[config.mk]
export PLATFORM = sky130hd
export DESIGN_NAME = alu_handshake
export DESIGN_NICKNAME = d
export VERILOG_FILES = /design/src/rtl/alu_handshake.sv
export SDC_FILE = /design/constraint.sdc
export NUM_CORES = 1
export LEC_CHECK = 0
export BUFFER_PORTS_ARGS = -buffer_cell sky130_fd_sc_hd__buf_2
export CORE_MARGIN = 10
export CORE_UTILIZATION = 61
export DETAILED_ROUTE_END_ITERATION = 12
export PLACE_DENSITY = 0.8
export SYNTH_ARGS = -nofsm -noshare
export SYNTH_HDL_FRONTEND = slang
export SYNTH_SLANG_ARGS = --single-unit
[constraint.sdc]
create_clock -name CLK -period 7.1 [get_ports CLK]
set_input_delay 0.71 -clock CLK [delete_from_list [all_inputs] [get_ports CLK]]
set_output_delay 0.71 -clock CLK [all_outputs]
set_load 0.01 [all_outputs]
[src/rtl/alu_handshake.sv]
// Parametrised ALU with valid/ready handshakes on both sides, registered ZERO/CARRY flags
// and an optional iterative shift-add multiplier.
module alu_handshake #(
   parameter int WIDTH    = 8,
   parameter bit MUL_ITER = 1'b1
) (
   input  logic             CLK,
   input  logic             RESET_N,
   input  logic             IN_VALID,
   output logic             IN_READY,
   input  logic [WIDTH-1:0] IN_A,
   input  logic [WIDTH-1:0] IN_B,
   input  logic [WIDTH-1:0] IMM,
   input  logic [7:0]       INSTRUCT,
   output logic             OUT_VALID,
   input  logic             OUT_READY,
   output logic [WIDTH-1:0] OUT_RESULT,
   output logic             OUT_ZERO,
   output logic             OUT_CARRY
);

   localparam int CNT_W = $clog2(WIDTH + 1);
   localparam logic [WIDTH-1:0] ONE      = WIDTH'(1);
   localparam logic [CNT_W-1:0] CNT_ONE  = CNT_W'(1);
   localparam logic [CNT_W-1:0] CNT_INIT = CNT_W'(WIDTH);
   localparam logic [3:0]       SEL_IMM_B = 4'hD;
   localparam logic [3:0]       SEL_IMM_A = 4'hE;

   typedef enum logic [1:0] {
      S_IDLE,
      S_MUL,
      S_DONE
   } state_e;

   typedef enum logic [3:0] {
      OP_ADD   = 4'h0,
      OP_SUB   = 4'h1,
      OP_MUL   = 4'h2,
      OP_SHL_A = 4'h3,
      OP_SHR_A = 4'h4,
      OP_INC_A = 4'h5,
      OP_INC_B = 4'h6,
      OP_DEC_A = 4'h7,
      OP_DEC_B = 4'h8,
      OP_EQ    = 4'h9,
      OP_GT    = 4'hA,
      OP_LT    = 4'hB,
      OP_AND   = 4'hC,
      OP_OR    = 4'hD,
      OP_SHL_B = 4'hE,
      OP_SHR_B = 4'hF
   } op_e;

   state_e           state;
   state_e           state_nxt;
   op_e              op;
   logic [3:0]       sel;

   logic [WIDTH-1:0] arg_a;
   logic [WIDTH-1:0] arg_b;
   logic [WIDTH-1:0] shamt_a;
   logic [WIDTH-1:0] shamt_b;
   logic [WIDTH:0]   sum_ext;
   logic [WIDTH-1:0] alu_res;
   logic             alu_carry;

   logic [CNT_W-1:0] mul_cnt;
   logic [WIDTH-1:0] mul_acc;
   logic [WIDTH-1:0] mul_mcand;
   logic [WIDTH-1:0] mul_mplier;
   logic [WIDTH-1:0] mul_acc_step;

   logic             load_result;
   logic             mul_start;
   logic             mul_step;
   logic [WIDTH-1:0] res_nxt;
   logic             carry_nxt;

   assign op  = op_e'(INSTRUCT[7:4]);
   assign sel = INSTRUCT[3:0];

   // Operand select; shift amounts come from the immediate-substituted operand, else 1.
   always_comb begin
      // NOTE: every output of a combinational block gets a default first, otherwise a latch is inferred.
      arg_a = IN_A;
      arg_b = IN_B;
      if (sel == SEL_IMM_B) begin
         arg_b = IMM;
      end else if (sel == SEL_IMM_A) begin
         arg_a = IMM;
      end
      shamt_a = (sel == SEL_IMM_B) ? arg_b : ONE;
      shamt_b = (sel == SEL_IMM_A) ? arg_a : ONE;
   end

   assign sum_ext = {1'b0, arg_a} + {1'b0, arg_b};

   // Shifts by the full operand value; SV shift semantics already yield 0 for amounts >= WIDTH.
   always_comb begin
      alu_res   = '0;
      alu_carry = 1'b0;
      case (op)
         OP_ADD: begin
            alu_res   = sum_ext[WIDTH-1:0];
            alu_carry = sum_ext[WIDTH];
         end
         OP_SUB: begin
            alu_res   = arg_a - arg_b;
            alu_carry = (arg_a < arg_b);
         end
         OP_MUL:   alu_res = arg_a * arg_b;
         OP_SHL_A: alu_res = arg_a << shamt_a;
         OP_SHR_A: alu_res = arg_a >> shamt_a;
         OP_INC_A: alu_res = IN_A + ONE;
         OP_INC_B: alu_res = IN_B + ONE;
         OP_DEC_A: alu_res = IN_A - ONE;
         OP_DEC_B: alu_res = IN_B - ONE;
         OP_EQ:    alu_res = {{(WIDTH-1){1'b0}}, (IN_A == IN_B)};
         OP_GT:    alu_res = {{(WIDTH-1){1'b0}}, (IN_A >  IN_B)};
         OP_LT:    alu_res = {{(WIDTH-1){1'b0}}, (IN_A <  IN_B)};
         OP_AND:   alu_res = arg_a & arg_b;
         OP_OR:    alu_res = arg_a | arg_b;
         OP_SHL_B: alu_res = arg_b << shamt_b;
         OP_SHR_B: alu_res = arg_b >> shamt_b;
      endcase
   end

   // One LSB-first shift-add step: multiplicand doubles while the multiplier is consumed.
   assign mul_acc_step = mul_mplier[0] ? (mul_acc + mul_mcand) : mul_acc;

   always_comb begin
      state_nxt   = state;
      load_result = 1'b0;
      mul_start   = 1'b0;
      mul_step    = 1'b0;
      res_nxt     = alu_res;
      carry_nxt   = alu_carry;
      case (state)
         S_IDLE: begin
            if (IN_VALID) begin
               if (MUL_ITER && (op == OP_MUL)) begin
                  mul_start = 1'b1;
                  state_nxt = S_MUL;
               end else begin
                  load_result = 1'b1;
                  state_nxt   = S_DONE;
               end
            end
         end
         S_MUL: begin
            mul_step = 1'b1;
            if (mul_cnt == CNT_ONE) begin
               load_result = 1'b1;
               res_nxt     = mul_acc_step;
               carry_nxt   = 1'b0;
               state_nxt   = S_DONE;
            end
         end
         S_DONE: begin
            if (OUT_READY) begin
               state_nxt = S_IDLE;
            end
         end
         default: state_nxt = S_IDLE;
      endcase
   end

   always_ff @(posedge CLK or negedge RESET_N) begin
      // NOTE: sequential state uses non-blocking (<=) so every register samples pre-edge values.
      if (!RESET_N) begin
         state      <= S_IDLE;
         OUT_RESULT <= '0;
         OUT_ZERO   <= 1'b0;
         OUT_CARRY  <= 1'b0;
         mul_cnt    <= '0;
         mul_acc    <= '0;
         mul_mcand  <= '0;
         mul_mplier <= '0;
      end else begin
         state <= state_nxt;
         if (load_result) begin
            OUT_RESULT <= res_nxt;
            OUT_ZERO   <= (res_nxt == '0);
            OUT_CARRY  <= carry_nxt;
         end
         if (mul_start) begin
            mul_cnt    <= CNT_INIT;
            mul_acc    <= '0;
            mul_mcand  <= arg_a;
            mul_mplier <= arg_b;
         end else if (mul_step) begin
            mul_cnt    <= mul_cnt - CNT_ONE;
            mul_acc    <= mul_acc_step;
            mul_mcand  <= {mul_mcand[WIDTH-2:0], 1'b0};
            mul_mplier <= {1'b0, mul_mplier[WIDTH-1:1]};
         end
      end
   end

   assign IN_READY  = (state == S_IDLE);
   assign OUT_VALID = (state == S_DONE);

endmodule

* Word-level counts from Yosys, hierarchy flattened
Index checks and enable logic that the tools add are counted. W data, S select, Z words.
Operators by class: $add $sub $neg 8, $mul 1, $lt $le $gt $ge 3, equal/unequal tests 24, shift-type cells 4, multiplexer cells 33, bitwise logic cells 2, reduce and logical (&&, ||, !) cells 5
Operators by type and width (number):
- $pmux W8 S16 | 1
- $mux W8 | 14
- $eq A4 B4 Y1 const B | 10
- $add A8 B1 Y8 const B | 2
- $eq A4 B3 Y1 const B | 4
- $lt A8 B8 Y1 | 2
- $shl A8 B8 Y8 | 2
- $shr A8 B8 Y8 | 2
- $sub A8 B1 Y8 const B | 2
- $add A8 B8 Y9 | 1
- $mux W1 | 9
- $add A8 B8 Y8 | 1
- $and A8 B8 Y8 | 1
- $eq A4 B1 Y1 const B | 2
- $eq A4 B2 Y1 const B | 2
- $eq A8 B8 Y1 | 1
- $gt A8 B8 Y1 | 1
- $logic_not A8 Y1 | 1
- $mul A8 B8 Y8 | 1
- $mux W2 | 4
- $mux W4 | 2
- $or A8 B8 Y8 | 1
- $sub A8 B8 Y8 | 1
- $pmux W2 S3 | 1
- other kinds (10) | 12
Storage, ports and cells: register bits 40, input bits 36, output and inout port bits 12, word-level logic and storage cells 88

* Depth between registers and ports, before layout
depth in word-level cells 9, depth in mapped cells 24, gate-level depth less buffers 21

* Least setup slack after synthesis
Ideal clock, no wire load.
kind in2reg, start input INSTRUCT[2], end register OUT_ZERO, data arrival time 5.328 ns, path slack 1.706 ns, stages on the path 22, cell sequence buf_4 -> and4b_1 -> buf_6 -> buf_6 -> nand2_2 -> nand2_1 -> inv_2 -> buf_4 -> nor2_1 -> fa_1 -> ha_1 -> fa_1 -> inv_1 -> fa_1 -> inv_1 -> ha_1 -> a21oi_1 -> xnor2_1 -> xor3_1 -> a2111oi_2 -> a22o_1 -> a41o_1
On the way: longest elaborated chain between the ends 9, elaborated cells between the ends (all ways) 20, those cells by class add/sub (2); mul (1); eq/ne (2); shift (4); mux (8); bitwise (2); reduce/logical (1)
RTL lines:
- start: declaration | line 14 | input logic [7:0] INSTRUCT,
- branches (longest 5 deep; another with $mul A8 B8 Y8)
- $pmux W8 S16 * | line 102 | case (op)
- $mux W8 | line 152 | if (mul_cnt == CNT_ONE) begin
- $mux W8 * | line 138 | case (state)
- $logic_not A8 Y1 * | line 183 | OUT_ZERO <= (res_nxt == '0);
- end signal: assignment | line 183
- end: declaration | line 18 | output logic OUT_ZERO,
Mark *: on every way between the ends. A chain may end at the register's enable or synchronous reset.

* Final worst setup path
start input INSTRUCT[0], end register OUT_ZERO
The elaborated chain is that of the path after synthesis.

==> out/results.ini <==
[synthesis]
seq_area_frac_synth_pct=14.90
syn_nets=1014
yosys_warnings=0
synthSimpleGateAreaFrac_pct=22.00
yosys.area_share.adder_pct=17.92
async_flop_share_pct=100.0
synthMuxAreaShare_pct=2.701
synth_top_area_share_pct=14.90
synth.avg_cell_area_um2=7.530
synthCells=892
synth_edf_count=0
synth-seq-cells=40
post-synth-top-area-cell=dfrtp_1
synth_compound_area_share_pct=29.30
synth_xor_area_share_pct=5.384
ys_top_cells_by_area=dfrtp_1 15%, ha_1 13%, fa_1 5.1%, a21oi_1 5.0%, nor2_1 5.0%
netlist_area_um2=6716
yosysUniqueCellTypes=86
synth_top_flop_cell=dfrtp_1
synth_top_family_by_area=compound AO/OA/AOI/OAI gates

[power_and_ir_drop]
power_density_nw_per_um2=188.0
total_leakage_power_nw=3.214
ir_worst_vdd_uv=207.9
p_total_mw=1.335

[sta]
setup_violations=0
clock.fmax_mhz=167.2
setup_ws_ps=1120
finalSetupTns_ps=0
period_needed_ps=5980
maxSlewHeadroom_pct=5.555
fin_skew_ps=10.48
max_slew.worst_pin.slew_ps=1377
finalHoldViolCount=0
maxSlewViolCount=0
period_share_pct=84.23
rsz0062_at_grt=false

[worst_setup_path]
crit_family=adder cells
critPathCaptureType=flop
crit_path_max_fanout=20
required_ps=7340
max_stage_delay_ps=550
path_cells=buf_2 -> and4b_1 -> buf_4 -> nand2_2 -> nand2_1 -> ha_1 -> fa_1 -> ha_1 -> fa_1 -> inv_1 -> fa_1 -> inv_1 -> ha_1 -> a21oi_1 -> xnor2_1 -> xor3_1 -> a2111oi_2 -> a22o_1 -> a41o_1
crit_type=in2reg
cp_num_buf_inv=4
start_kind=input pin
critPathSlowestCell=fa_1
worstPathArrival_ps=6220

[run]
maxCapViolCount=0

[route]
drt_iter0_markers=1429
wirelength_um=26890
routedWlPerCell_um=25.56
drc=0
vias_per_cell=7.337
firstDrtPassIters=10
drtAntennaViolNets=0
vias=7719

[place]
routabilityCongestion=1.080
place_hpwl_um=20460
place_ws_ps=912.4
port_buffers=47
place_inst=1044

[clock_network]
cts_inserted_buffers=5
cts_setup_buffers=0
post_cts_resized=0
cts_hold_buf=0
cts_tree=built
htree_levels=2
cts.clk_slew.worst_paths_ps=80
cts_root_buf=clkbuf_8
clock_sinks=40
max-clock-path-buffers=2
clk_latency_ps=300

[floorplan]
rows=38
die-area_um2=15610
dieHeight_um=124.9
core_um2=10790
start_util_pct=62.23
die-width_um=124.9
pin_count=48

[cells_and_area]
instances_no_fill=1052
multi_input_area_um2=5192
seqCellArea_um2=1001
drive_above_1_share_pct=10.86
syn_to_final_growth_pct=5.738
final_cell_mix=89 x nor2_1, 77 x nand2_1, 70 x inv_1, 69 x ha_1, 67 x a21oi_1
fin_nets=1033
fill_cells=931
antenna_cells=0
finish.utilization_pct=65.80
final_common_cell=nor2_1

[grt]
grt_pass1_vias=7553
track_usage_pct=32.33
antenna_found_initial=0
grt_max_degree=41
grt_first_pass_wirelength_um=41630
gr-total-overflow=0

[min_path]
hold_class=reg2reg

[run_status]
status=finished clean

-- worst register-to-register path, delay by kind of cell (launching register included) --
kind,cells,cell delay (ps)
compound gates,6,1680
simple gates,2,370
fa+ha+maj,1,350
xor+xnor,1,200
flops,1,440
-- stage by stage --
stage	hold slack, ps	area (um2)
after floorplan	414.4	6716
after global placement	463.6	7004
after detailed placement	476.0	7004
after CTS	496.8	7102
after global routing	528.0	7102
final	500.1	7102
-- synth_stat cells (all sizes together), types with 17 or more instances --
master	n
clkbuf	38
o22ai	19
inv	73
o21ai	49
nand2	81
nor2	92
nor3	23
ha	69
dfrtp	40
fa	17
nand3	26
a21oi	67
xnor2	29
-- registers in the layout, indices dropped and copies added, names as in the netlist --
register    cells
OUT_CARRY       1
OUT_RESULT      8
OUT_ZERO        1
mul_acc         8
mul_cnt         4
mul_mcand       8
mul_mplier      8
state           2
-- power by group --
group | leakage [nW] | total (mW) | internal, mW | switching [mW]
combinational | 2.66 | 0.780 | 0.314 | 0.465
sequential | 0.509 | 0.388 | 0.307 | 0.0817
clock | 0.0434 | 0.167 | 0.0788 | 0.0880
total | 3.21 | 1.34 | 0.700 | 0.635
-- logic make-up (layout without fill, tap and decap cells) --
logic type	Yosys count	in the layout
AO/OA/AOI/OAI	289	289
XOR/XNOR	37	37
adder cells (fa/ha/maj)	86	86
buffers and inverters	125	145
flip-flops	40	40
multiplexers	14	14
AND/OR/NAND/NOR	301	301
-- final timing paths --
path / slack, ps / depth (start not counted) / endpoint / startpoint
worst max-delay path: 1120 / 19 / OUT_ZERO$_DFFE_PN0P_ / INSTRUCT[0]
worst min-delay path: 500 / 2 / OUT_RESULT[7]$_DFFE_PN0P_ / OUT_RESULT[7]$_DFFE_PN0P_
worst max register to register: 3960 / 10 / OUT_ZERO$_DFFE_PN0P_ / mul_acc[1]$_DFFE_PN0P_
worst min register to register: 500 / 2 / OUT_RESULT[7]$_DFFE_PN0P_ / OUT_RESULT[7]$_DFFE_PN0P_
max in group asynchronous: 6000 / 1 / mul_mplier[6]$_DFFE_PN0P_ / RESET_N
min in group asynchronous: 530 / 1 / mul_cnt[1]$_DFFE_PN0P_ / RESET_N
-- per-layer routing --
layer  vias to the layer above  track usage (%)  wire length (um)
met3                       153            4.647              2668
met5                         -                0                 0
met2                       610            52.98             12250
met1                      3647            39.63             10100
li1                       3309                -                 -
met4                         0            19.17              1867
-- area by class of cell --
type	instances	share of cell area, %
multi-input cells	727	73.11
flip-flops and latches	40	14.09
repair buffers	61	4.792
inverters	76	4.158
well taps	140	2.467
clock buffers	6	1.163
clock inverters	2	0.2114
Note: power is estimated with default switching activity, not from simulation.
